### src/rtl/seg7_pkg.sv
// Shared constants for the seven-segment scan driver: segment width and
// active-low abcdefg glyphs for hex digits 0..F plus the all-dark pattern.
package seg7_pkg;
  localparam int SEG_W = 7;

  localparam logic [SEG_W-1:0] GLYPH_0    = 7'b0000001;
  localparam logic [SEG_W-1:0] GLYPH_1    = 7'b1001111;
  localparam logic [SEG_W-1:0] GLYPH_2    = 7'b0010010;
  localparam logic [SEG_W-1:0] GLYPH_3    = 7'b0000110;
  localparam logic [SEG_W-1:0] GLYPH_4    = 7'b1001100;
  localparam logic [SEG_W-1:0] GLYPH_5    = 7'b0100100;
  localparam logic [SEG_W-1:0] GLYPH_6    = 7'b0100000;
  localparam logic [SEG_W-1:0] GLYPH_7    = 7'b0001111;
  localparam logic [SEG_W-1:0] GLYPH_8    = 7'b0000000;
  localparam logic [SEG_W-1:0] GLYPH_9    = 7'b0000100;
  localparam logic [SEG_W-1:0] GLYPH_A    = 7'b0001000;
  localparam logic [SEG_W-1:0] GLYPH_B    = 7'b1100000;
  localparam logic [SEG_W-1:0] GLYPH_C    = 7'b0110001;
  localparam logic [SEG_W-1:0] GLYPH_D    = 7'b1000010;
  localparam logic [SEG_W-1:0] GLYPH_E    = 7'b0110000;
  localparam logic [SEG_W-1:0] GLYPH_F    = 7'b0111000;
  localparam logic [SEG_W-1:0] GLYPH_NULL = 7'b1111111;
endpackage

### src/rtl/seg7_hex_decode.sv
// Combinational hex nibble to active-low abcdefg glyph (bit 6 = segment a).
module seg7_hex_decode
  import seg7_pkg::*;
(
  input  logic [3:0]       nibble_i,
  output logic [SEG_W-1:0] glyph_o
);
  always_comb begin
    glyph_o = GLYPH_NULL;
    case (nibble_i)
      4'h0: glyph_o = GLYPH_0;
      4'h1: glyph_o = GLYPH_1;
      4'h2: glyph_o = GLYPH_2;
      4'h3: glyph_o = GLYPH_3;
      4'h4: glyph_o = GLYPH_4;
      4'h5: glyph_o = GLYPH_5;
      4'h6: glyph_o = GLYPH_6;
      4'h7: glyph_o = GLYPH_7;
      4'h8: glyph_o = GLYPH_8;
      4'h9: glyph_o = GLYPH_9;
      4'hA: glyph_o = GLYPH_A;
      4'hB: glyph_o = GLYPH_B;
      4'hC: glyph_o = GLYPH_C;
      4'hD: glyph_o = GLYPH_D;
      4'hE: glyph_o = GLYPH_E;
      4'hF: glyph_o = GLYPH_F;
    endcase
  end
endmodule

### src/rtl/seg7_scan_driver.sv
// Time-multiplexed N-digit common-anode seven-segment driver with guard band,
// 16-level PWM brightness and leading-zero suppression. SEG7_BLINK_EN adds blink.
module seg7_scan_driver
  import seg7_pkg::*;
#(
  parameter int NUM_DIGITS   = 4,
  parameter int SLOT_CYCLES  = 100_000,
  parameter int GUARD_CYCLES = 4_000,
  parameter int BLINK_FRAMES = 125
) (
  input  logic                    clk_100Mhz,
  input  logic                    reset,
  input  logic [4*NUM_DIGITS-1:0] digits,
  input  logic [NUM_DIGITS-1:0]   dp_in,
  input  logic [NUM_DIGITS-1:0]   blank_mask,
`ifdef SEG7_BLINK_EN
  input  logic [NUM_DIGITS-1:0]   blink_mask,
`endif
  input  logic                    lz_en,
  input  logic [3:0]              brightness,
  output logic [0:SEG_W-1]        seg,
  output logic                    dp,
  output logic [NUM_DIGITS-1:0]   an,
  output logic                    frame_start
);
  localparam int SLOT_W = $clog2(SLOT_CYCLES);
  localparam int DIG_W  = $clog2(NUM_DIGITS);
  localparam int STEP   = (SLOT_CYCLES - GUARD_CYCLES) / 16;
  localparam int STEP_W = $clog2(STEP + 1);

  logic [SLOT_W-1:0] slot_cnt_q, slot_cnt_d;
  logic [DIG_W-1:0]  digit_idx_q, digit_idx_d;
  logic [STEP_W-1:0] step_q, step_d;
  logic [3:0]        phase_q, phase_d;
  logic              slot_wrap, last_digit, slot_start, in_guard, lit;

  logic [NUM_DIGITS-1:0][3:0] nib;
  logic [NUM_DIGITS-1:0]      lz_zero, blink_off;
  logic [3:0]                 nib_q, cur_nib, bright_q, cur_bright;
  logic                       dp_bit_q, cur_dp, blank_q, cur_blank, blank_now;
  logic [SEG_W-1:0]           glyph;

  logic [0:SEG_W-1]      seg_q, seg_d;
  logic [NUM_DIGITS-1:0] an_q, an_d;
  logic                  dp_q, dp_d, frame_start_q, frame_start_d;

  assign nib        = digits;
  assign slot_wrap  = (slot_cnt_q == SLOT_W'(SLOT_CYCLES - 1));
  assign last_digit = (digit_idx_q == DIG_W'(NUM_DIGITS - 1));
  assign slot_start = (slot_cnt_q == '0);
  assign in_guard   = int'(slot_cnt_q) < GUARD_CYCLES;

  // lz_zero[i]: nibbles i..top are all zero
  always_comb begin
    lz_zero = '0;
    lz_zero[NUM_DIGITS-1] = (nib[NUM_DIGITS-1] == 4'd0);
    for (int i = NUM_DIGITS - 2; i >= 0; i--)
      lz_zero[i] = lz_zero[i+1] && (nib[i] == 4'd0);
  end

`ifdef SEG7_BLINK_EN
  localparam int FRM_W = $clog2(BLINK_FRAMES + 1);
  logic [FRM_W-1:0] frame_cnt_q;
  logic             blink_phase_q;

  always_ff @(posedge clk_100Mhz) begin
    if (reset) begin
      frame_cnt_q   <= '0;
      blink_phase_q <= 1'b0;
    end else if (slot_wrap && last_digit) begin
      if (frame_cnt_q == FRM_W'(BLINK_FRAMES - 1)) begin
        frame_cnt_q   <= '0;
        blink_phase_q <= ~blink_phase_q;
      end else begin
        frame_cnt_q <= frame_cnt_q + 1'b1;
      end
    end
  end
  assign blink_off = blink_phase_q ? blink_mask : '0;
`else
  logic unused_blink_cfg;
  assign unused_blink_cfg = (BLINK_FRAMES > 0);
  assign blink_off = '0;
`endif

  assign blank_now = blank_mask[digit_idx_q] | blink_off[digit_idx_q] |
                     (lz_en & lz_zero[digit_idx_q] & (digit_idx_q != '0));

  // Slot-start cycle uses the live inputs so GUARD_CYCLES=0 still shows the first cycle.
  assign cur_nib    = slot_start ? nib[digit_idx_q]   : nib_q;
  assign cur_dp     = slot_start ? dp_in[digit_idx_q] : dp_bit_q;
  assign cur_blank  = slot_start ? blank_now          : blank_q;
  assign cur_bright = slot_start ? brightness         : bright_q;

  seg7_hex_decode u_dec (
    .nibble_i (cur_nib),
    .glyph_o  (glyph)
  );

  always_comb begin
    slot_cnt_d  = slot_wrap ? '0 : slot_cnt_q + 1'b1;
    digit_idx_d = digit_idx_q;
    if (slot_wrap) digit_idx_d = last_digit ? '0 : digit_idx_q + 1'b1;
    step_d  = step_q;
    phase_d = phase_q;
    // Phase tracked incrementally instead of dividing slot_cnt
    if (int'(slot_cnt_d) <= GUARD_CYCLES) begin
      step_d  = '0;
      phase_d = '0;
    end else if (step_q == STEP_W'(STEP - 1)) begin
      step_d  = '0;
      phase_d = phase_q + 1'b1;
    end else begin
      step_d = step_q + 1'b1;
    end
  end

  always_comb begin
    lit           = !in_guard && (phase_q <= cur_bright) && !cur_blank;
    an_d          = lit ? ~(NUM_DIGITS'(1) << digit_idx_q) : '1;
    seg_d         = lit ? glyph : GLYPH_NULL;
    dp_d          = !(lit && cur_dp);
    frame_start_d = slot_start && (digit_idx_q == '0);
  end

  always_ff @(posedge clk_100Mhz) begin
    if (reset) begin
      slot_cnt_q    <= '0;
      digit_idx_q   <= '0;
      step_q        <= '0;
      phase_q       <= '0;
      nib_q         <= '0;
      dp_bit_q      <= 1'b0;
      blank_q       <= 1'b1;
      bright_q      <= '0;
      an_q          <= '1;
      seg_q         <= GLYPH_NULL;
      dp_q          <= 1'b1;
      frame_start_q <= 1'b0;
    end else begin
      slot_cnt_q    <= slot_cnt_d;
      digit_idx_q   <= digit_idx_d;
      step_q        <= step_d;
      phase_q       <= phase_d;
      nib_q         <= cur_nib;
      dp_bit_q      <= cur_dp;
      blank_q       <= cur_blank;
      bright_q      <= cur_bright;
      an_q          <= an_d;
      seg_q         <= seg_d;
      dp_q          <= dp_d;
      frame_start_q <= frame_start_d;
    end
  end

  assign an          = an_q;
  assign seg         = seg_q;
  assign dp          = dp_q;
  assign frame_start = frame_start_q;
endmodule

### config.mk
export PLATFORM = sky130hd
export DESIGN_NAME = seg7_scan_driver
export DESIGN_NICKNAME = d
export VERILOG_FILES = /design/src/rtl/seg7_pkg.sv /design/src/rtl/seg7_hex_decode.sv /design/src/rtl/seg7_scan_driver.sv
export SDC_FILE = /design/constraint.sdc
export NUM_CORES = 1
export LEC_CHECK = 0
export ABC_CLOCK_PERIOD_IN_PS = 4000
export BUFFER_PORTS_ARGS = -buffer_cell sky130_fd_sc_hd__buf_4
export CAP_MARGIN = 20
export CORE_ASPECT_RATIO = 1.2
export CORE_UTILIZATION = 55
export DETAILED_ROUTE_END_ITERATION = 16
export PLACE_DENSITY = 0.85
export SYNTH_ARGS = -nofsm -noshare
export SYNTH_HDL_FRONTEND = slang
export SYNTH_SLANG_ARGS = --single-unit
### constraint.sdc
create_clock -name clk_100Mhz -period 4 [get_ports clk_100Mhz]
set_clock_uncertainty 0.05 [all_clocks]
set_input_delay 1 -clock clk_100Mhz [delete_from_list [all_inputs] [get_ports clk_100Mhz]]
set_output_delay 1 -clock clk_100Mhz [all_outputs]
set_load 0.01 [all_outputs]
==> results.yml, run 1 <==
global_route:
  grt.total_usage_pct: 25.3
  overflow: 0
  first_global_vias: 2902
  grt_antenna_before_repair: 0
  grt_max_degree: 38
  grt_first_pass_wirelength_um: 13300
placement:
  hpwl_um: 5650
  place_congestion: 0.899
  io_buffers: 43
  dpl_cell_area_mm2: 0.00383
  pre_cts_slack_ns: 0.531
power:
  internal-power_w: 0.00102
  switching_share_pct: 25.5
  p_leak_nw: 1.43
  p_comb_share_pct: 14.6
  sequentialPowerShare_pct: 44.7
  pwr-share-clk_pct: 40.7
  switching_power_w: 0.000349
  ir_drop_v: 0.000210
  p_per_area_mw_per_mm2: 340
logic_synthesis:
  avgSynthCellArea_um2: 9.11
  synth_cell_type_count: 65
  synth-edff-count: 0
  synth.area.top_cells: "dfxtp_1 33%, ha_1 6.4%, xnor2_1 4.5%"
  netlist.area_leader.share_pct: 33.4
  yosysWarnings: 0
  yosysSeqAreaShare_pct: 33.4
  ys_seq_elements: 59
  synthArstFlopShare_pct: 0
  synth_nets: 437
  synth_cells: 388
  yosysTopAreaCell: "dfxtp_1"
  ys.flop_type: "dfxtp_1"
  syn_area_mm2: 0.00353
route:
  drcViolationCount: 0
  routed_wire_length_per_instance_um: 15.5
  viasPerCell: 6.00
  wirelength_um: 7810
  drt_iter0_drc: 423
  drt-pass1-iter-count: 5
  vias: 3024
  ant_nets: 0
cells_and_area:
  final_area_mm2: 0.00403
  drive_gt1_share_pct: 21.8
  nets: 468
  regArea_mm2: 0.00118
  area_growth_pct: 14.1
  fill_cells: 508
  multi_input_area_mm2: 0.00214
  diodes: 0
sta:
  fin_ws_ns: 0.365
  grt_setup_unrepaired: "no"
  tns_ns: 0
  period_needed_ns: 3.64
  final.period_utilization_pct: 90.9
  relSlewSlack_pct: 33.2
  drv_slew: 0
  clock.fmax_mhz: 275
  setup_violations: 0
  tightest_slew_ns: 0.974
  hold_ws_ns: 0.417
  hold_viol: 0
floorplanning:
  start_util_pct: 57.7
  chipWidth_um: 75.2
  dieArea_mm2: 0.00675
  ios: 44
  fp-row-count: 31
  coreArea_mm2: 0.00613
  die_h_um: 89.8
cts:
  post_cts_resized: 0
  cts_tree: "yes"
  clockRootBuffer: "clkbuf_8"
  numClockSinks: 59
  clkLatencyLatePin_ns: 0.35
  postCtsSetupRepairBufs: 0
  cts_buffer_depth: 2
  htree_levels: 3
  cts_inserted_buffers: 9
  hold_buffers: 0
  clk_pin_slew_ns: 0.06
setup_path:
  cp_num_buf_inv: 2
  timing_worst_setup_path_type: "flop to flop"
  crit_arrival_ns: 3.79
  cp_cell_sequence: "inv_1 > ha_1 > nor4b_1 > nand3_1 > nor2_2 > mux2i_1 > inv_1 > ha_1 > nand2b_1 > a211oi_1 > a311oi_1 > mux2_2 > nand3_1"
  cpMaxStageDelayCell: "mux2i_1"
  cp-start-kind: "flop"
  cp-end-kind: "flop"
  cpLargestDelayFamily: "simple AND/OR/NAND/NOR gates"
  cp_slowest_stage_delay_ns: 0.60
  worstPathMaxFanout: 9
  cp.required_ns: 4.15
job:
  maxCapViolations: 0
outcome:
  status: "finished clean"
hold_path:
  hp-class: "flop to flop"
path summary, 6_finish.rpt:
path                            startpoint             endpoint  slack, ns  cells past startpoint
setup / recovery  slot_cnt_q[0]$_SDFF_PP0_    seg[3]$_SDFF_PP1_       0.36                     13
hold / removal         dp_bit_q$_SDFF_PP0_  dp_bit_q$_SDFF_PP0_       0.42                      2
setup reg to reg  slot_cnt_q[0]$_SDFF_PP0_    seg[3]$_SDFF_PP1_       0.36                     13
hold reg to reg        dp_bit_q$_SDFF_PP0_  dp_bit_q$_SDFF_PP0_       0.42                      2
per-layer routing:
metal	global-route usage (%)	part of all wire, %
met1	33.2	43
met2	39.6	49
met3	4.48	5.3
met4	11.9	2.4
met5	0	0
cell families (layout without fill, tap and decap cells):
| family | Yosys count | after routing | share of synthesized area (%) |
|---|---|---|---|
| compound gates | 53 | 53 | 11.6 |
| buf+inv | 42 | 76 | 6.02 |
| fa+ha+maj | 18 | 18 | 6.37 |
| mux | 17 | 17 | 7.01 |
| xor+xnor | 29 | 29 | 7.19 |
| flops | 59 | 59 | 33.4 |
| simple gates | 170 | 170 | 28.4 |
through the flow:
step / cells / utilization, % / total power, W
2_1_floorplan: 388 / - / 0.000762
3_3_place_gp: 490 / 62.5 / 0.000813
3_5_place_dp: 490 / 62.5 / 0.000818
4_1_cts: 504 / 65.8 / 0.00137
5_1_grt: 504 / 65.8 / 0.00142
6_report: 504 / 65.8 / 0.00137
worst reg2reg max path: cells and delay by family (launching register included):
family | cells | cell delay, ns
flops | 1 | 0.39
buf+inv | 2 | 0.31
compound gates | 2 | 0.37
fa+ha+maj | 2 | 0.49
simple gates | 5 | 1.08
mux | 2 | 0.81
sequential cells by signal, indices dropped and copies added, names as in the netlist:
signal / flops
nib_q: 4
an: 4
digit_idx_q: 2
slot_cnt_q: 17
dp_bit_q: 1
phase_q: 4
blank_q: 1
bright_q: 4
seg: 7
frame_start: 1
step_q: 13
dp: 1
power by group through the flow:
stage | Clock [W] | Sequential, W | Combinational, W
2_1_floorplan | 0 | 0.000620 | 0.000142
3_3_place_gp | 0 | 0.000624 | 0.000189
3_5_place_dp | 0 | 0.000625 | 0.000194
4_1_cts | 0.000565 | 0.000612 | 0.000196
5_1_grt | 0.000588 | 0.000614 | 0.000219
6_report | 0.000558 | 0.000612 | 0.000200
cells in the mapped netlist (2+ instances only):
| cell | instances |
|---|---|
| dfxtp_1 | 59 |
| nor2_1 | 33 |
| nand2_1 | 26 |
| nand3_1 | 20 |
| nor3_1 | 19 |
| ha_1 | 18 |
| xnor2_1 | 18 |
| inv_1 | 15 |
| a21oi_1 | 14 |
| nor4_1 | 13 |
| xor2_1 | 11 |
| nand4_1 | 10 |
| clkbuf_1 | 9 |
| mux2i_1 | 9 |
| buf_4 | 8 |
| buf_2 | 7 |
| nor4_2 | 7 |
| mux4_2 | 6 |
| a211oi_1 | 5 |
| and3_1 | 5 |
| o2111ai_1 | 5 |
| nand2b_1 | 4 |
| nor4b_1 | 4 |
| o21a_1 | 4 |
| o21ai_0 | 4 |
| or3_1 | 4 |
| a311oi_1 | 2 |
| and2_1 | 2 |
| buf_6 | 2 |
| mux2_2 | 2 |
| nand3_2 | 2 |
| nor2b_1 | 2 |
| nor3_2 | 2 |
| nor3b_1 | 2 |
| o211ai_1 | 2 |
| o22ai_1 | 2 |
| o311ai_0 | 2 |
| or4_1 | 2 |
placed cells by master, fill, tap and decap left out, drive strengths merged, types with 2 or more instances in the layout:
cell / n
or3: 4
xnor2: 18
nand2: 27
mux4: 6
nand4: 12
and2: 2
a311oi: 3
and3: 5
o211ai: 2
nor4b: 4
and4: 2
nor2b: 2
o21a: 4
mux2: 2
nor2: 34
nor3: 21
o2111ai: 5
or2: 2
clkbuf: 12
mux2i: 9
nand3: 22
nor3b: 2
o21ai: 4
or4: 2
nand2b: 4
ha: 18
buf: 47
a21oi: 15
xor2: 11
o22ai: 2
nor4: 21
a211oi: 7
o311ai: 2
dfxtp: 59
inv: 15
final cells by class:
cell class,count,share of cell area [%]
clock inverter,2,0.869
tap,82,2.54
inverter,15,1.40
timing repair buffer,47,8.75
clock buffer,12,4.10
sequential,59,29.3
multi-input combinational,287,53.1
No activity file was read; power rests on OpenSTA's default activity.
==> run 2: changes to the inputs <==
--- a/config.mk
+++ b/config.mk
@@ -6,12 +6,12 @@
 export NUM_CORES = 1
 export LEC_CHECK = 0
 export ABC_CLOCK_PERIOD_IN_PS = 4000
-export BUFFER_PORTS_ARGS = -buffer_cell sky130_fd_sc_hd__buf_4
 export CAP_MARGIN = 20
 export CORE_ASPECT_RATIO = 1.2
 export CORE_UTILIZATION = 55
 export DETAILED_ROUTE_END_ITERATION = 16
-export PLACE_DENSITY = 0.85
+export DONT_BUFFER_PORTS = 1
+export PLACE_DENSITY = 0.79
 export SYNTH_ARGS = -nofsm -noshare
 export SYNTH_HDL_FRONTEND = slang
 export SYNTH_SLANG_ARGS = --single-unit
==> run 2 against run 1 <==
Clock power fell by 9.3%. Setup slack improved by 0.24 ns. Sequential power barely moved. Fmax rose by 7.0%. Die area did not move. Sequential share of layout area rose by 2.7 points. Via count fell by 4.3%. Sequential cell count did not move. Final area fell by 8.5%. Critical endpoint unchanged. Largest power group unchanged.
==> results.yml, run 2 (same netlist as run 1, synthesis figures left out) <==
setup_path:
  r2r_slack_ns: 0.60
  crit_arrival_ns: 3.55
  rr_worst_depth: 13
  r2r_start: "slot_cnt_q[0]$_SDFF_PP0_"
  cp-end-kind: "flop"
  cp.required_ns: 4.15
  worstPathMaxFanout: 9
  timing_worst_setup_path_type: "flop to flop"
  r2r-end: "seg[3]$_SDFF_PP1_"
  cp-start-kind: "flop"
global_route:
  met2_usage_pct: 38.2
  grt.total_usage_pct: 24.8
  met1_usage_pct: 31.8
  grt_antenna_before_repair: 0
  grt_first_pass_wirelength_um: 13000
  first_global_vias: 2736
  use_met3_pct: 7.17
  grt_max_degree: 38
  grt.busiest_layer: "met2"
  overflow: 0
route:
  vias: 2894
  wirelength_um: 7700
  drt-pass1-iter-count: 5
  routed_wire_length_per_instance_um: 16.6
  ant_nets: 0
  drt_iter0_drc: 323
  viasPerCell: 6.25
  drcViolationCount: 0
sta:
  setup_violations: 0
  relSlewSlack_pct: 44.3
  final.period_utilization_pct: 84.9
  clock.fmax_mhz: 294
  tns_ns: 0
  period_needed_ns: 3.40
  hold_viol: 0
  tightest_slew_ns: 0.832
  grt_setup_unrepaired: "no"
  drv_slew: 0
cts:
  cts_inserted_buffers: 9
  numClockSinks: 59
  htree_levels: 3
  postCtsSetupRepairBufs: 0
  clockRootBuffer: "clkbuf_8"
  post_cts_resized: 0
  clkLatencyLatePin_ns: 0.36
  cts_buffer_depth: 2
  hold_buffers: 0
  cts_tree: "yes"
  clk_pin_slew_ns: 0.07
floorplanning:
  dieArea_mm2: 0.00675
  fp-row-count: 31
  chipWidth_um: 75.2
  coreArea_mm2: 0.00613
  ios: 44
  die_h_um: 89.8
  start_util_pct: 57.7
placement:
  io_buffers: 0
  place_congestion: 0.894
  dpl_cell_area_mm2: 0.00351
  hpwl_um: 5420
outcome:
  status: "finished clean"
power:
  power.total_w: 0.00129
  p_leak_nw: 1.21
  ir_drop_v: 0.000185
  p_per_area_mw_per_mm2: 349
cells_and_area:
  final_area_mm2: 0.00369
  drive_gt1_share_pct: 13.1
  nets: 425
  final_cell_mix: "59 x dfxtp_1, 33 x nor2_1, 26 x nand2_1"
  regMostFlops: "slot_cnt_q"
  fill_cells: 537
  final_common_cell: "dfxtp_1"
  largest_reg_flops: 17
  area_growth_pct: 4.43
  diodes: 0
hold_path:
  min_from: "dp_bit_q$_SDFF_PP0_"
  hp-class: "flop to flop"
  hold_depth: 2
  min_to: "dp_bit_q$_SDFF_PP0_"
job:
  maxCapViolations: 0
[run 2: changes by cell type in the layout (fill, tap and decap cells not counted)]
| cell | before | now |
|---|---|---|
| buf_4 | 47 | 4 |
| clkinvlp_4 | 0 | 2 |
| bufinv_16 | 1 | 0 |
| clkbuf_1 | 0 | 1 |
| clkbuf_8 | 12 | 11 |
| clkinv_2 | 1 | 2 |
[run 2: power by group]
part           leakage (nW)  internal [W]  switching (W)
Clock                0.0884      0.000256       0.000250
Combinational         0.644     0.0000720      0.0000973
Sequential            0.479      0.000601      0.0000117
Total                  1.21      0.000929       0.000359
[run 2: layout make-up]
| cell class | count | area (µm²) | share of cell area (%) |
|---|---|---|---|
| timing repair buffer | 4 | 30.0 | 0.814 |
| tap | 82 | 103 | 2.78 |
| multi-input combinational | 287 | 2140 | 58.0 |
| inverter | 15 | 56.3 | 1.53 |
| sequential | 59 | 1180 | 32.0 |
| clock inverter | 4 | 25.0 | 0.678 |
| clock buffer | 12 | 155 | 4.20 |
[run 2: per-layer routing]
metal / share of wire (%) / up-vias
met2: 48 / 93
met4: 2.5 / 0
met1: 44 / 1383
li1: - / 1393
met3: 5.9 / 25
met5: 0 / -
[run 2: worst max path at each step]
| stage | start | to | slack [ns] | cells after the start |
|---|---|---|---|---|
| 2_1_floorplan | slot_cnt_q[0]$_SDFF_PP0_ | seg[4]$_SDFF_PP1_ | 0.82 | 17 |
| 5_1_grt | slot_cnt_q[0]$_SDFF_PP0_ | seg[3]$_SDFF_PP1_ | 0.24 | 12 |
| 3_3_place_gp | slot_cnt_q[0]$_SDFF_PP0_ | seg[3]$_SDFF_PP1_ | 0.71 | 13 |
| 4_1_cts | slot_cnt_q[0]$_SDFF_PP0_ | seg[3]$_SDFF_PP1_ | 0.64 | 12 |
| 6_report | slot_cnt_q[0]$_SDFF_PP0_ | seg[3]$_SDFF_PP1_ | 0.60 | 13 |
| 3_5_place_dp | slot_cnt_q[0]$_SDFF_PP0_ | seg[4]$_SDFF_PP1_ | 0.69 | 13 |
[run 2: metrics by stage]
stage | worst slack, ns | std cells | hold WS [ns] | utilization [%]
after CTS | 0.639 | 463 | 0.401 | 60.2
after global routing | 0.245 | 463 | 0.435 | 60.2
final | 0.603 | 463 | 0.400 | 60.2
after floorplan | 0.820 | 388 | 0.385 | -
after detailed placement | 0.687 | 447 | 0.394 | 57.3
after global placement | 0.714 | 447 | 0.391 | 57.3
[run 2: worst max-delay path: stages (launching register included)]
cell	delay, ns
dfxtp_1	0.39
inv_1	0.13
ha_1	0.17
nor4b_1	0.30
nand3_1	0.21
nor2_2	0.30
mux2i_1	0.55
inv_1	0.15
ha_1	0.30
nand2_1	0.09
a211oi_1	0.07
a311oi_1	0.26
mux2_2	0.20
nand3_1	0.07
==> run 3: changes to the inputs <==
--- a/config.mk
+++ b/config.mk
@@ -5,7 +5,7 @@
 export SDC_FILE = /design/constraint.sdc
 export NUM_CORES = 1
 export LEC_CHECK = 0
-export ABC_CLOCK_PERIOD_IN_PS = 4000
+export ABC_CLOCK_PERIOD_IN_PS = 3550
 export CAP_MARGIN = 20
 export CORE_ASPECT_RATIO = 1.2
 export CORE_UTILIZATION = 55
==> constraint.sdc (replaced) <==
create_clock -name clk_100Mhz -period 3.55 [get_ports clk_100Mhz]
set_clock_uncertainty 0.05 [all_clocks]
set_input_delay 0.8875 -clock clk_100Mhz [delete_from_list [all_inputs] [get_ports clk_100Mhz]]
set_output_delay 0.8875 -clock clk_100Mhz [all_outputs]
set_load 0.01 [all_outputs]
==> run 3 against run 2 <==
Cell count grew 1.7%. Setup slack lost 0.29 ns. Via count grew 0.52%. First-iteration DRC count shrank 41%.
==> results.yml, run 3 (same netlist as run 1, synthesis figures left out) <==
setup_path:
  r2r-end: "seg[5]$_SDFF_PP1_"
  cp-end-kind: "flop"
  cp-start-kind: "flop"
  r2r_slack_ns: 0.31
  r2r_start: "slot_cnt_q[1]$_SDFF_PP0_"
  timing_worst_setup_path_type: "flop to flop"
  rr_worst_depth: 13
  crit_arrival_ns: 3.36
  cp_cell_sequence: "inv_1 > ha_1 > nor4b_2 > and3_1 > nand2_1 > buf_4 > mux2i_1 > ha_1 > o21a_1 > o21a_1 > o21ai_0 > and4bb_2 > o2111ai_1"
  cpLargestDelayFamily: "simple AND/OR/NAND/NOR gates"
  cp.required_ns: 3.67
  cp_slowest_stage_delay_ns: 0.45
  cpMaxStageDelayCell: "dfxtp_1"
  worstPathMaxFanout: 12
  cp_num_buf_inv: 2
power:
  switching_share_pct: 24.3
  ir_drop_v: 0.000243
  sequentialPowerShare_pct: 43.7
  power.total_w: 0.00158
  p_leak_nw: 1.28
  switching_power_w: 0.000382
  internal-power_w: 0.00119
  p_comb_share_pct: 12.4
  pwr-share-clk_pct: 43.9
  p_per_area_mw_per_mm2: 414
cells_and_area:
  largest_reg_flops: 17
  area_growth_pct: 7.61
  nets: 433
  final_common_cell: "dfxtp_1"
  regMostFlops: "slot_cnt_q"
  fill_cells: 532
  diodes: 0
  drive_gt1_share_pct: 15.4
  final_cell_mix: "59 x dfxtp_1, 33 x nor2_1, 26 x nand2_1"
route:
  viasPerCell: 6.18
  ant_nets: 0
  drt_iter0_drc: 189
  drt-pass1-iter-count: 4
  wirelength_um: 7650
  routed_wire_length_per_instance_um: 16.2
  drcViolationCount: 0
  vias: 2909
hold_path:
  min_from: "dp_bit_q$_SDFF_PP0_"
  min_to: "dp_bit_q$_SDFF_PP0_"
  hold_depth: 2
  hp-class: "flop to flop"
cts:
  hold_buffers: 0
  htree_levels: 3
  cts_tree: "yes"
  clockRootBuffer: "clkbuf_8"
  numClockSinks: 59
  cts_buffer_depth: 2
  clkLatencyLatePin_ns: 0.33
  clk_pin_slew_ns: 0.06
  cts_inserted_buffers: 9
outcome:
  status: "finished clean"
global_route:
  overflow: 0
  first_global_vias: 2897
  grt.total_usage_pct: 24.6
  grt_max_degree: 38
  grt_first_pass_wirelength_um: 13000
  grt_antenna_before_repair: 0
floorplanning:
  start_util_pct: 57.7
  coreArea_mm2: 0.00613
  chipWidth_um: 75.2
  dieArea_mm2: 0.00675
  die_h_um: 89.8
  ios: 44
  fp-row-count: 31
sta:
  setup_violations: 0
  clock.fmax_mhz: 308
  final.period_utilization_pct: 91.3
  drv_slew: 0
  hold_viol: 0
  tns_ns: 0
  tightest_slew_ns: 0.783
  relSlewSlack_pct: 47.4
  period_needed_ns: 3.24
  grt_setup_unrepaired: "no"
job:
  maxCapViolations: 0
placement:
  hpwl_um: 5620
  place_congestion: 0.959
  io_buffers: 0
[run 3: cell count changes in the layout (fill, tap and decap cells not counted), sizes merged]
cell	previous run	this run
clkinv	2	3
clkinvlp	2	0
bufinv	0	2
buf	4	12
clkbuf	12	11
[run 3: worst max-delay path by stage]
stage	start	endpoint	slack [ns]	depth (start not counted)
6_report	slot_cnt_q[1]$_SDFF_PP0_	seg[5]$_SDFF_PP1_	0.31	13
3_3_place_gp	slot_cnt_q[1]$_SDFF_PP0_	seg[6]$_SDFF_PP1_	0.45	13
3_5_place_dp	slot_cnt_q[1]$_SDFF_PP0_	seg[6]$_SDFF_PP1_	0.28	13
5_1_grt	slot_cnt_q[2]$_SDFF_PP0_	seg[6]$_SDFF_PP1_	0.01	11
4_1_cts	slot_cnt_q[1]$_SDFF_PP0_	seg[6]$_SDFF_PP1_	0.26	13
2_1_floorplan	slot_cnt_q[0]$_SDFF_PP0_	seg[4]$_SDFF_PP1_	0.37	17
[run 3: stage by stage]
stage	cell area [µm²]	hold WS (ns)	util [%]	std cells	setup slack [ns]
floorplan	3530	0.385	-	388	0.370
global placement	3570	0.393	58.2	455	0.452
detailed placement	3570	0.396	58.2	455	0.283
CTS	3800	0.423	61.9	471	0.258
global route	3800	0.439	62.0	471	0.0142
finish	3800	0.421	62.0	471	0.308
[run 3: worst reg2reg max path, cell delays in order (launching register included)]
cell	delay, ns
dfxtp_1	0.45
inv_1	0.07
ha_1	0.20
nor4b_2	0.17
and3_1	0.26
nand2_1	0.14
buf_4	0.20
mux2i_1	0.27
ha_1	0.29
o21a_1	0.11
o21a_1	0.16
o21ai_0	0.14
and4bb_2	0.43
o2111ai_1	0.16
[run 3: metal layers]
| layer | track usage [%] | vias up | wire length [µm] |
|---|---|---|---|
| li1 | - | 1408 | - |
| met1 | 29.2 | 1399 | 3200 |
| met2 | 40.4 | 83 | 3870 |
| met3 | 6.61 | 19 | 370 |
| met4 | 11.6 | 0 | 210 |
| met5 | 0 | - | 0 |
[run 3: what timing repair did]
action / 4_1_cts / 5_1_grt
setup buffers: 0 / 0
resized for setup: 0 / 1
endpoints found under the hold margin: 0 / 0
endpoints found under the setup margin: 0 / 11
[run 3: power groups by stage]
stage               clock network [W]  registers [W]  logic (W)
global placement                    0       0.000703   0.000187
CTS                          0.000701       0.000689   0.000193
global route                 0.000735       0.000691   0.000214
detailed placement                  0       0.000703   0.000191
floorplan                           0       0.000699   0.000160
finish                       0.000691       0.000689   0.000195
[run 3: final cells by class]
class                   count  area, µm²  area share (%)
clock buffers              11        151            3.98
clock inverters             5       75.1            1.97
inverters                  15       56.3            1.48
multi-input cells         287       2150            56.4
flip-flops and latches     59       1180            31.1
well taps                  82        103            2.70
repair buffers             12       90.1            2.37
